--- src/rtl/bloom_filter_loader.sv ---
// bloom_filter_loader: parses a host byte stream and drives the bloom-filter checker setup port.
// Build option LOADER_CKSUM_EN adds a trailing XOR checksum byte to LOAD and POKE.
//   state      | meaning
//   IDLE       | waiting for an opcode byte
//   GET_FILTER | waiting for the filter byte
//   SWEEP      | issuing one zero write per cycle
//   LOAD_BYTES | assembling and writing the 512 words of a filter
//   POKE_ADDR  | collecting the two address bytes
//   POKE_DATA  | collecting the four data bytes
//   CKSUM      | checking the trailing XOR byte (LOADER_CKSUM_EN only)
//   DONE       | command finished; done pulses on the following cycle
module bloom_filter_loader #(
    parameter int NUM_FILTERS = 16,
    parameter int ADDR_W      = 9,
    parameter int DATA_W      = 32
) (
    input  logic                           clk,
    input  logic                           rst_n,
    input  logic [7:0]                     in_data,
    input  logic                           in_valid,
    output logic                           in_ready,
    output logic                           wr_en,
    output logic                           zwr_en,
    output logic [DATA_W-1:0]              out_val,
    output logic [ADDR_W-1:0]              out_addr,
    output logic [$clog2(NUM_FILTERS)-1:0] filter_id,
    output logic                           busy,
    output logic                           done,
    output logic                           cmd_err
);

    localparam int FID_W = $clog2(NUM_FILTERS);
    localparam int BPW   = DATA_W / 8;

    localparam logic [7:0] OP_CLEAR_ALL = 8'h01;
    localparam logic [7:0] OP_CLEAR_ONE = 8'h02;
    localparam logic [7:0] OP_LOAD      = 8'h03;
    localparam logic [7:0] OP_POKE      = 8'h04;

    localparam logic [FID_W-1:0] LAST_FILT = FID_W'(NUM_FILTERS - 1);
    localparam logic [1:0]       LAST_BYTE = 2'(BPW - 1);

    typedef enum logic [2:0] {
        IDLE,
        GET_FILTER,
        SWEEP,
        LOAD_BYTES,
        POKE_ADDR,
        POKE_DATA,
`ifdef LOADER_CKSUM_EN
        CKSUM,
`endif
        DONE
    } state_t;

`ifdef LOADER_CKSUM_EN
    localparam state_t POST_PAYLOAD = CKSUM;
    localparam logic   POST_READY   = 1'b1;
`else
    localparam state_t POST_PAYLOAD = DONE;
    localparam logic   POST_READY   = 1'b0;
`endif

    state_t              state;
    logic [7:0]          op;
    logic                filt_bad;
    logic                sweep_all;
    logic [1:0]          byte_cnt;
    logic [ADDR_W:0]     word_cnt;
    logic [DATA_W-9:0]   word_buf;

    logic                    accept;
    logic                    filt_bad_in;
    logic                    sweep_last;
    logic [ADDR_W:0]         word_next;
    logic [FID_W+ADDR_W-1:0] sweep_next;

    assign accept      = in_valid && in_ready;
    assign filt_bad_in = in_data >= 8'(NUM_FILTERS);
    assign word_next   = word_cnt + (ADDR_W+1)'(1);
    // filter_id/out_addr double as the sweep counter
    assign sweep_next  = {filter_id, out_addr} + (FID_W+ADDR_W)'(1);
    assign sweep_last  = (&out_addr) && (!sweep_all || filter_id == LAST_FILT);

`ifdef LOADER_CKSUM_EN
    logic [7:0] csum;

    always_ff @(posedge clk or negedge rst_n) begin
        if (!rst_n) begin
            csum <= '0;
        end else if (accept && state == IDLE) begin
            csum <= '0;
        end else if (accept && state != CKSUM) begin
            csum <= csum ^ in_data;
        end
    end
`endif

    always_ff @(posedge clk or negedge rst_n) begin
        if (!rst_n) begin
            state     <= IDLE;
            op        <= '0;
            filt_bad  <= 1'b0;
            sweep_all <= 1'b0;
            byte_cnt  <= '0;
            word_cnt  <= '0;
            word_buf  <= '0;
            in_ready  <= 1'b0;
            wr_en     <= 1'b0;
            zwr_en    <= 1'b0;
            out_val   <= '0;
            out_addr  <= '0;
            filter_id <= '0;
            busy      <= 1'b0;
            done      <= 1'b0;
            cmd_err   <= 1'b0;
        end else begin
            wr_en  <= 1'b0;
            zwr_en <= 1'b0;
            done   <= 1'b0;
            case (state)
                IDLE: begin
                    busy     <= 1'b0;
                    in_ready <= 1'b1;
                    if (accept) begin
                        if (in_data inside {OP_CLEAR_ALL, OP_CLEAR_ONE, OP_LOAD, OP_POKE}) begin
                            cmd_err  <= 1'b0;
                            busy     <= 1'b1;
                            op       <= in_data;
                            filt_bad <= 1'b0;
                            if (in_data == OP_CLEAR_ALL) begin
                                sweep_all <= 1'b1;
                                in_ready  <= 1'b0;
                                zwr_en    <= 1'b1;
                                filter_id <= '0;
                                out_addr  <= '0;
                                state     <= SWEEP;
                            end else begin
                                sweep_all <= 1'b0;
                                state     <= GET_FILTER;
                            end
                        end else begin
                            cmd_err <= 1'b1;
                        end
                    end
                end
                GET_FILTER: begin
                    if (accept) begin
                        filter_id <= in_data[FID_W-1:0];
                        filt_bad  <= filt_bad_in;
                        byte_cnt  <= '0;
                        word_cnt  <= '0;
                        if (filt_bad_in) cmd_err <= 1'b1;
                        if (op == OP_CLEAR_ONE) begin
                            in_ready <= 1'b0;
                            if (filt_bad_in) begin
                                state <= DONE;
                            end else begin
                                zwr_en   <= 1'b1;
                                out_addr <= '0;
                                state    <= SWEEP;
                            end
                        end else if (op == OP_LOAD) begin
                            state <= LOAD_BYTES;
                        end else begin
                            state <= POKE_ADDR;
                        end
                    end
                end
                SWEEP: begin
                    if (sweep_last) begin
                        state <= DONE;
                    end else begin
                        zwr_en                <= 1'b1;
                        {filter_id, out_addr} <= sweep_next;
                    end
                end
                LOAD_BYTES: begin
                    if (accept) begin
                        byte_cnt <= byte_cnt + 2'd1;
                        word_buf <= {in_data, word_buf[DATA_W-9:8]};
                        if (byte_cnt == LAST_BYTE) begin
                            out_val  <= {in_data, word_buf};
                            out_addr <= word_cnt[ADDR_W-1:0];
                            wr_en    <= !filt_bad;
                            word_cnt <= word_next;
                            if (word_next[ADDR_W]) begin
                                in_ready <= POST_READY;
                                state    <= POST_PAYLOAD;
                            end
                        end
                    end
                end
                POKE_ADDR: begin
                    if (accept) begin
                        if (byte_cnt == 2'd0) begin
                            out_addr[ADDR_W-1:8] <= in_data[ADDR_W-9:0];
                            byte_cnt             <= 2'd1;
                        end else begin
                            out_addr[7:0] <= in_data;
                            byte_cnt      <= 2'd0;
                            state         <= POKE_DATA;
                        end
                    end
                end
                POKE_DATA: begin
                    if (accept) begin
                        byte_cnt <= byte_cnt + 2'd1;
                        word_buf <= {in_data, word_buf[DATA_W-9:8]};
                        if (byte_cnt == LAST_BYTE) begin
                            out_val  <= {in_data, word_buf};
                            wr_en    <= !filt_bad;
                            in_ready <= POST_READY;
                            state    <= POST_PAYLOAD;
                        end
                    end
                end
`ifdef LOADER_CKSUM_EN
                CKSUM: begin
                    if (accept) begin
                        if (in_data != csum) cmd_err <= 1'b1;
                        in_ready <= 1'b0;
                        state    <= DONE;
                    end
                end
`endif
                DONE: begin
                    done  <= 1'b1;
                    state <= IDLE;
                end
                default: state <= IDLE;
            endcase
        end
    end

endmodule

--- config.mk ---
export PLATFORM = sky130hd
export DESIGN_NAME = bloom_filter_loader
export DESIGN_NICKNAME = d
export VERILOG_FILES = /design/src/rtl/bloom_filter_loader.sv
export SDC_FILE = /design/constraint.sdc
export NUM_CORES = 1
export LEC_CHECK = 0
export ABC_AREA = 1
export CAP_MARGIN = 40
export CORE_MARGIN = 3
export CORE_UTILIZATION = 60
export CTS_CLUSTER_DIAMETER = 50
export CTS_CLUSTER_SIZE = 12
export DETAILED_ROUTE_END_ITERATION = 12
export PLACE_DENSITY = 0.95
export REMOVE_ABC_BUFFERS = 1
export SLEW_MARGIN = 30
export SYNTH_ARGS = -nofsm -noshare
export SYNTH_HDL_FRONTEND = slang
export SYNTH_SLANG_ARGS = --single-unit
--- constraint.sdc ---
create_clock -name clk -period 3.09 [get_ports clk]
set_input_delay 0.618 -clock clk [delete_from_list [all_inputs] [get_ports clk]]
set_output_delay 0.618 -clock clk [all_outputs]
set_load 0.01 [all_outputs]
### Yosys cells after proc, flatten, opt, wreduce, memory -nomap -nowiden

Index checks and enable logic that the tools add are counted.

* flip-flop bits (word level): 100
* bits in latches: 0
* bits in writable memories: 0
* bits in read-only memories: 0
* input bits: 11
* output and inout port bits: 51
* word-level logic and storage cells: 159
* memories: 0

* add/subtract/negate cells: 3
* $mul: 0
* div/mod/pow operators: 0
* $lt $le $gt $ge: 1
* eq/ne operators: 32
* shifts and indexed selects: 0
* multiplexer cells: 78
* bitwise logic cells: 0
* reduce and logical (&&, ||, !) cells: 28

Operators with widths (number)
* $mux 9: 10
* $pmux 9 s5: 1
* $mux 3: 14
* $ne 2x2->1 const B: 17
* $eq 8x2->1 const B: 4
* $mux 1: 32
* $mux 10: 3
* $reduce_and 12->1: 2
* $mux 4: 5
* $pmux 10 s2: 1
* $pmux 3 s6: 1
* $reduce_and 4->1: 4
* $add 13x1->13 const B: 1
* $pmux 4 s3: 1
* $reduce_and 11->1: 1
* $add 10x1->10 const B: 1
* $eq 3x3->1 const B: 3
* $reduce_and 9->1: 1
* $eq 8x1->1 const B: 1
* $eq 8x3->1 const B: 1
* $ge 8x5->1 const B: 1
* $mux 2: 4
* $mux 8: 1
* $reduce_and 8->1: 1
* other kinds (23): 31

### Logic depth before layout (Yosys ltp)

Gate-level depths: netlist of run 1.

* depth after elaboration: 5
* gate-level depth with buffers: 12
* depth with buffers taken out: 11

### Least setup slack after synthesis of run 1

No wires, ideal clock.

* path type: input to register
* start: input port in_data[5]
* end: register out_addr[6]
* library setup time: 0.117 ns
* arrival time: 1.520 ns
* data required time: 2.973 ns
* path slack: 1.452 ns
* cell stages on the path: 8
* buffers on the path: 0
* path through: nor2_1 > nand2_1 > o21ai_4 > nand2_2 > nor2_8 > nand2_4 > nand2_1 > nand2_1

* word-level cells in the longest chain between the ends: 4
* elaborated cells between the ends (all ways): 10
* classes of those cells: 1 x order compare; 7 x eq/ne; 2 x reduce/logical

Ends and longest elaborated chain
* start: declaration: RTL line 19 `input logic [7:0] in_data,`
* branches (longest 3 deep; another with $ge 8x5->1)
* $reduce_and 12->1 (no source line) *
* end signal: assignment: RTL line 175 `{filter_id, out_addr} <= sweep_next;`
* end signal: assignment: RTL line 184 `out_addr <= word_cnt[ADDR_W-1:0];`
* end signal: indexed assignment: RTL line 197 `out_addr[ADDR_W-1:8] <= in_data[ADDR_W-9:0];`
* end: declaration: RTL line 25 `output logic [ADDR_W-1:0] out_addr,`

Mark *: on every way between the ends.
A chain may end at the register's enable or synchronous reset.

### Final worst setup path of run 1

* start: register state[1]
* end: register out_val[3]

* word-level cells in the longest chain between the ends: 3
* elaborated cells between the ends (all ways): 4
* classes of those cells: 2 x eq/ne; 2 x reduce/logical

Ends and longest elaborated chain
* start: declaration: RTL line 64 `state_t state;`
* start signal: assignment: RTL line 101 `state <= IDLE;`
* start signal: assignment: RTL line 137 `state <= SWEEP;`
* start signal: assignment: RTL line 140 `state <= GET_FILTER;`
* $eq 3x3->1 or $eq 3x2->1 (tied branches): RTL line 121 `case (state)`
* $reduce_or 2->1 (no source line) *
* $reduce_and 3->1 (no source line) *
* end signal: assignment: RTL line 183 `out_val <= {in_data, word_buf};`
* end signal: assignment: RTL line 211 `out_val <= {in_data, word_buf};`
* end: declaration: RTL line 24 `output logic [DATA_W-1:0] out_val,`

Mark *: on every way between the ends. The rest lies on a longest branch, timed or not.

==> flow_summary.json, run 1 <==
{
  "ys_types": 37,
  "slew_viol_final": 0,
  "grt_overflow_total": 0,
  "design.die.area_sq_um": 9740,
  "hp-class": "primary input to async pin",
  "skew_ps": 9.13,
  "criticalPathCategory": "flip-flop to flip-flop",
  "grt_max_degree": 59,
  "worst-slew-pin-transition_ps": 774,
  "vias": 4361,
  "worstSetupEndpointType": "flip-flop",
  "yosysSeqAreaShare": 0.485,
  "area_growth_pct": 16.3,
  "reg2reg_depth": 5,
  "cts_tree": "yes",
  "clock_latency_ps": 370,
  "yosys_warnings": 0,
  "finalNonFillerCells": 795,
  "std_cell_rows": 33,
  "cts_resized": 0,
  "first_global_vias": 4135,
  "core_area_sq_um": 8300,
  "clock-root-buffer": "clkbuf_8",
  "avgRoutedWirePerCell_um": 14.8,
  "tns_ps": 0,
  "min_period_over_period": 0.713,
  "status": "finished, final reports clean",
  "leakagePower_nw": 2.99,
  "nNetsFinal": 701,
  "cp-start-kind": "flip-flop",
  "nFillCells": 629,
  "ctsHoldBuffers": 0,
  "grt_first_pass_wirelength_um": 19700,
  "htree_levels": 3,
  "fmax_mhz": 454,
  "dieWidth_um": 98.7,
  "critPathRequiredTime_ps": 3360,
  "cts_num_sinks": 100,
  "cts_setup_buffers": 0,
  "dp.cells": 779,
  "synth_area_sq_um": 5160,
  "syn_inst": 626,
  "firstDrtPassIters": 5,
  "viasPerCell": 5.49,
  "clkTransAtPathRegs_ps": 100,
  "antenna_found_initial": 0,
  "drt-initial-drc-count": 354,
  "setup_viol": 0,
  "hpwl_um": 8790,
  "port_buffers": 61,
  "die_h_um": 98.7,
  "numCtsBuffers": 9,
  "fin_crit_ps": 2200,
  "rsz0062_at_grt": "false",
  "syn_area_per_cell_sq_um": 8.24,
  "worstPathArrival_ps": 2470,
  "cap_violations": 0,
  "ant_nets": 0,
  "path_max_fanout": 46,
  "drt-total-wl_um": 11800,
  "antenna_cells": 0,
  "grtUsageTotal": 0.251,
  "relSlewSlack": 0.484,
  "clk_path_buf_depth": 2,
  "initial_utilization": 0.621,
  "powerDensity_nw_per_um2": 756,
  "hold_viol": 0,
  "gp_congestion": 0.949,
  "layout-drive-gt1-share": 0.0957,
  "irDropWorstVdd_uv": 598,
  "drc": 0,
  "ys_seq_elements": 100,
  "ioPinCount": 62
}
-- report_power, final --
group	switching, mW	leakage (nW)	total (mW)	internal [mW]
logic	1.08	1.53	1.75	0.672
clock network	0.475	0.0958	0.804	0.328
registers	0.355	1.36	1.98	1.62
-- path summary, 6_finish.rpt --
path	from	end	slack, ps
worst min register to register	filt_bad	wr_en	450
max in group asynchronous	rst_n	word_cnt[6]	2170
worst min-delay path	rst_n	out_val[1]	220
worst max-delay path	state[1]	out_val[3]	890
worst max register to register	state[1]	out_val[3]	890
min in group clk	filt_bad	wr_en	450
-- placed cells by master (no fill, tap or decap), types with 2 or more instances in the layout --
cell,netlist,final
o21ai_0,51,51
clkbuf_8,0,10
o21bai_1,2,2
clkinv_4,1,4
nor2_8,4,4
nand2_4,4,4
nor2_1,44,44
o22ai_1,2,2
nand4_1,8,8
nand3_4,2,2
inv_6,1,2
nand3_2,5,5
dfrtp_1,100,100
o211ai_1,3,3
inv_1,69,69
xor2_1,2,2
buf_4,2,2
a21oi_1,8,8
ha_1,5,5
buf_12,0,2
nor2_4,3,3
inv_2,7,7
clkdlybuf4s50_1,0,60
mux2_4,8,8
nand2_2,6,6
nand3_1,43,43
o21ai_1,22,22
nand2_1,197,197
nor3_1,5,5
-- routing by layer --
metal | wire, um | part of all wire | track usage
met5 | 0 | 0 | 0
met4 | 206 | 0.017 | 0.0714
met3 | 722 | 0.061 | 0.0467
met2 | 5830 | 0.49 | 0.421
met1 | 5020 | 0.43 | 0.338
-- final cells by class --
cell class / count / area [sq um] / area share
Tap cell: 105 / 131 / 0.0219
Multi-Input combinational cell: 431 / 2200 / 0.366
Clock inverter: 6 / 58.8 / 0.00981
Clock buffer: 10 / 138 / 0.0230
Timing Repair Buffer: 64 / 656 / 0.109
Inverter: 79 / 314 / 0.0524
Sequential cell: 100 / 2500 / 0.417
-- stage by stage --
| step | hold slack (ps) | instance area [sq um] | power [mW] | setup WS (ps) | util |
|---|---|---|---|---|---|
| 3_5_place_dp | 443 | 5800 | 3.74 | 654 | 0.699 |
| 2_1_floorplan | 322 | 5010 | 3.08 | 780 | - |
| 5_1_grt | 239 | 6000 | 4.84 | 788 | 0.722 |
| 3_3_place_gp | 434 | 5800 | 3.65 | 704 | 0.699 |
| 6_report | 225 | 6000 | 4.53 | 887 | 0.722 |
| 4_1_cts | 232 | 6000 | 4.54 | 907 | 0.722 |
-- critical path, cell delays in order (launching register included) --
cell and delay (ps):
dfrtp_1 860, nand3_4 210, nand2_4 160, nand3_2 260
buf_12 290, mux2_4 310
-- registers in the layout, indices dropped and copies added (netlist names) --
signal,cells
sweep_all,1
cmd_err,1
out_addr,9
wr_en,1
filt_bad,1
zwr_en,1
in_ready,1
out_val,32
state,3
op,8
byte_cnt,2
done,1
filter_id,4
word_buf,24
word_cnt,10
busy,1
-- synth_stat cells --
library cell | number | share of area
and2_1 | 1 | 0.0012
nor3_1 | 5 | 0.0049
nand2_4 | 4 | 0.0087
clkbuf_1 | 3 | 0.0022
o221ai_1 | 1 | 0.0017
nand2_2 | 6 | 0.0073
nand2_1 | 197 | 0.14
dfrtp_1 | 100 | 0.49
inv_1 | 69 | 0.050
buf_4 | 2 | 0.0029
nand4_1 | 8 | 0.0097
nor2_8 | 4 | 0.016
xor2_1 | 2 | 0.0034
o21ai_0 | 51 | 0.050
nor2_1 | 44 | 0.032
nand3_4 | 2 | 0.0068
mux2_4 | 8 | 0.023
o22ai_1 | 2 | 0.0024
nand3b_1 | 1 | 0.0015
nand3_1 | 43 | 0.042
o211ai_1 | 3 | 0.0044
inv_2 | 7 | 0.0051
o21ai_4 | 1 | 0.0032
nor2_2 | 1 | 0.0012
a21oi_1 | 8 | 0.0078
nand3_2 | 5 | 0.0097
nor2_4 | 3 | 0.0066
clkinv_4 | 1 | 0.0017
o21bai_1 | 2 | 0.0029
inv_6 | 1 | 0.0017
nand4_2 | 1 | 0.0024
o21ai_1 | 22 | 0.021
buf_2 | 1 | 0.00097
inv_8 | 1 | 0.0022
buf_6 | 10 | 0.022
ha_1 | 5 | 0.012
or2_2 | 1 | 0.0012
-- cells by family after synthesis --
| group | after synthesis | share of synthesized area |
|---|---|---|
| buffers and inverters | 95 | 0.0888 |
| adder cells (fa/ha/maj) | 5 | 0.0121 |
| flip-flops | 100 | 0.485 |
| AO/OA/AOI/OAI | 90 | 0.0932 |
| AND/OR/NAND/NOR | 326 | 0.294 |
| XOR/XNOR | 2 | 0.00340 |
| multiplexers | 8 | 0.0233 |
(Power assumes the default switching activity.)
==> run 2, diff against run 1 <==
--- a/config.mk
+++ b/config.mk
@@ -8,11 +8,11 @@
 export ABC_AREA = 1
 export CAP_MARGIN = 40
 export CORE_MARGIN = 3
-export CORE_UTILIZATION = 60
+export CORE_UTILIZATION = 56
 export CTS_CLUSTER_DIAMETER = 50
 export CTS_CLUSTER_SIZE = 12
 export DETAILED_ROUTE_END_ITERATION = 12
-export PLACE_DENSITY = 0.95
+export PLACE_DENSITY = 0.92
 export REMOVE_ABC_BUFFERS = 1
 export SLEW_MARGIN = 30
 export SYNTH_ARGS = -nofsm -noshare
==> constraint.sdc (replaced) <==
create_clock -name clk -period 2.1 [get_ports clk]
set_input_delay 0.42 -clock clk [delete_from_list [all_inputs] [get_ports clk]]
set_output_delay 0.42 -clock clk [all_outputs]
set_load 0.01 [all_outputs]
==> flow_summary.json, run 2 (synthesis results as in run 1) <==
{
  "status": "finished, final reports clean",
  "initial_utilization": 0.583,
  "path_max_fanout": 57,
  "irDropWorstVdd_uv": 590,
  "top_register": "out_val",
  "worst-slew-pin-transition_ps": 617,
  "rsz0062_at_grt": "false",
  "largest_reg_flops": 32,
  "viasPerCell": 5.48,
  "die_h_um": 102,
  "reg2reg_setup_slack_ps": 200,
  "hp-class": "flip-flop to flip-flop",
  "multi_input_area_sq_um": 2200,
  "criticalPathCategory": "flip-flop to flip-flop",
  "reg2reg_depth": 5,
  "grt_max_degree": 58,
  "utilization": 0.692,
  "reg2reg_from": "state[0]",
  "worstHoldStart": "filt_bad",
  "drt-total-wl_um": 12200,
  "ant_nets": 0,
  "reg.largest.list": "out_val: 32 flops, word_buf: 24 flops, word_cnt: 10 flops",
  "regArea_sq_um": 2500,
  "design.die.area_sq_um": 10400,
  "cts_setup_buffers": 0,
  "setup_viol": 0,
  "skew_ps": 7.86,
  "layout_commonest_cell": "nand2_1",
  "antenna_cells": 0,
  "powerDensity_nw_per_um2": 1110,
  "port_buffers": 61,
  "clock-root-buffer": "clkbuf_8",
  "layout-drive-gt1-share": 0.112,
  "nFillCells": 721,
  "relSlewSlack": 0.589,
  "grt_overflow_total": 0,
  "htree_levels": 3,
  "gp_congestion": 0.933,
  "grt_first_pass_wirelength_um": 20400,
  "fmax_mhz": 527,
  "hold_end": "wr_en",
  "ioPinCount": 62,
  "numCtsBuffers": 9,
  "finalNonFillerCells": 812,
  "drt-initial-drc-count": 253,
  "cts_resized": 0,
  "worstPathArrival_ps": 2160,
  "timing.rr.end": "out_val[5]",
  "cts_num_sinks": 100,
  "clk_path_buf_depth": 2,
  "fin_crit_ps": 1900,
  "cp-start-kind": "flip-flop",
  "hpwl_um": 9120,
  "min_period_over_period": 0.904,
  "worstSetupEndpointType": "flip-flop",
  "drc": 0,
  "hold_viol": 0,
  "clkTransAtPathRegs_ps": 110,
  "leakagePower_nw": 3.06,
  "layout_common_cells": "nand2_1 (197), dfrtp_1 (100), inv_1 (69)",
  "nNetsFinal": 715,
  "critPathRequiredTime_ps": 2370,
  "antenna_found_initial": 0,
  "cap_violations": 0,
  "dp.cells": 795,
  "clock_latency_ps": 370,
  "first_global_vias": 4281,
  "area_growth_pct": 18.7,
  "slew_viol_final": 0,
  "cts_tree": "yes",
  "hold_depth": 1,
  "core_area_sq_um": 8850,
  "grtUsageTotal": 0.247,
  "dieWidth_um": 102,
  "avgRoutedWirePerCell_um": 15.1,
  "std_cell_rows": 34,
  "firstDrtPassIters": 6,
  "vias": 4447
}
run 2: area by class of cell:
cell class              count  share of cell area
flip-flops and latches    100               0.409
multi-input cells         431               0.359
repair buffers             78               0.127
inverters                  79              0.0513
well taps                 108              0.0221
clock buffers               9              0.0202
clock inverters             7              0.0119
run 2: report_power, final:
part	total, mW	switching [mW]	internal, mW
combinational	2.69	1.64	1.05
sequential	2.88	0.490	2.39
clock	1.21	0.751	0.464
total	6.78	2.88	3.90
run 2: worst max path at each step:
stage                     startpoint     endpoint  slack [ps]  depth (start not counted)
final                       state[0]   out_val[5]         200                          5
after global placement    in_data[7]  out_addr[6]          30                          9
after detailed placement  in_data[7]  out_addr[0]         -40                          9
after global routing        state[0]  out_addr[5]          30                          9
after CTS                   state[0]  out_addr[0]         210                          9
after floorplan             state[1]   out_val[0]        -210                          4
run 2: stage by stage:
| step | setup TNS [ps] | total power, mW | worst slack, ps | area, sq um | hold WS (ps) |
|---|---|---|---|---|---|
| finish | 0 | 6.78 | 202 | 6120 | 454 |
| detailed placement | -190 | 5.57 | -44.6 | 5910 | 397 |
| global route | 0 | 7.26 | 28.7 | 6120 | 479 |
| global placement | 0 | 5.43 | 31.4 | 5910 | 387 |
| CTS | 0 | 6.78 | 212 | 6120 | 458 |
| floorplan | -1920 | 4.54 | -210 | 5010 | 124 |
run 2: per-layer routing:
| layer | vias to the layer above | global-route usage | wire [um] |
|---|---|---|---|
| li1 | 2144 | - | - |
| met4 | 0 | 0.0858 | 295 |
| met2 | 163 | 0.410 | 6030 |
| met5 | - | 0 | 0 |
| met3 | 28 | 0.0478 | 747 |
| met1 | 2112 | 0.327 | 5160 |
run 2: critical path, stage by stage, from the launching register on:
cell and delay (ps):
dfrtp_1 750, nand3_4 230, nand2_4 160, nand3_2 90, buf_12 190, mux2_4 320
run 2: what timing repair did:
item	4_1_cts	5_1_grt
hold buffers	1	0
endpoints found under the setup margin	0	0
endpoints found under the hold margin	16	0
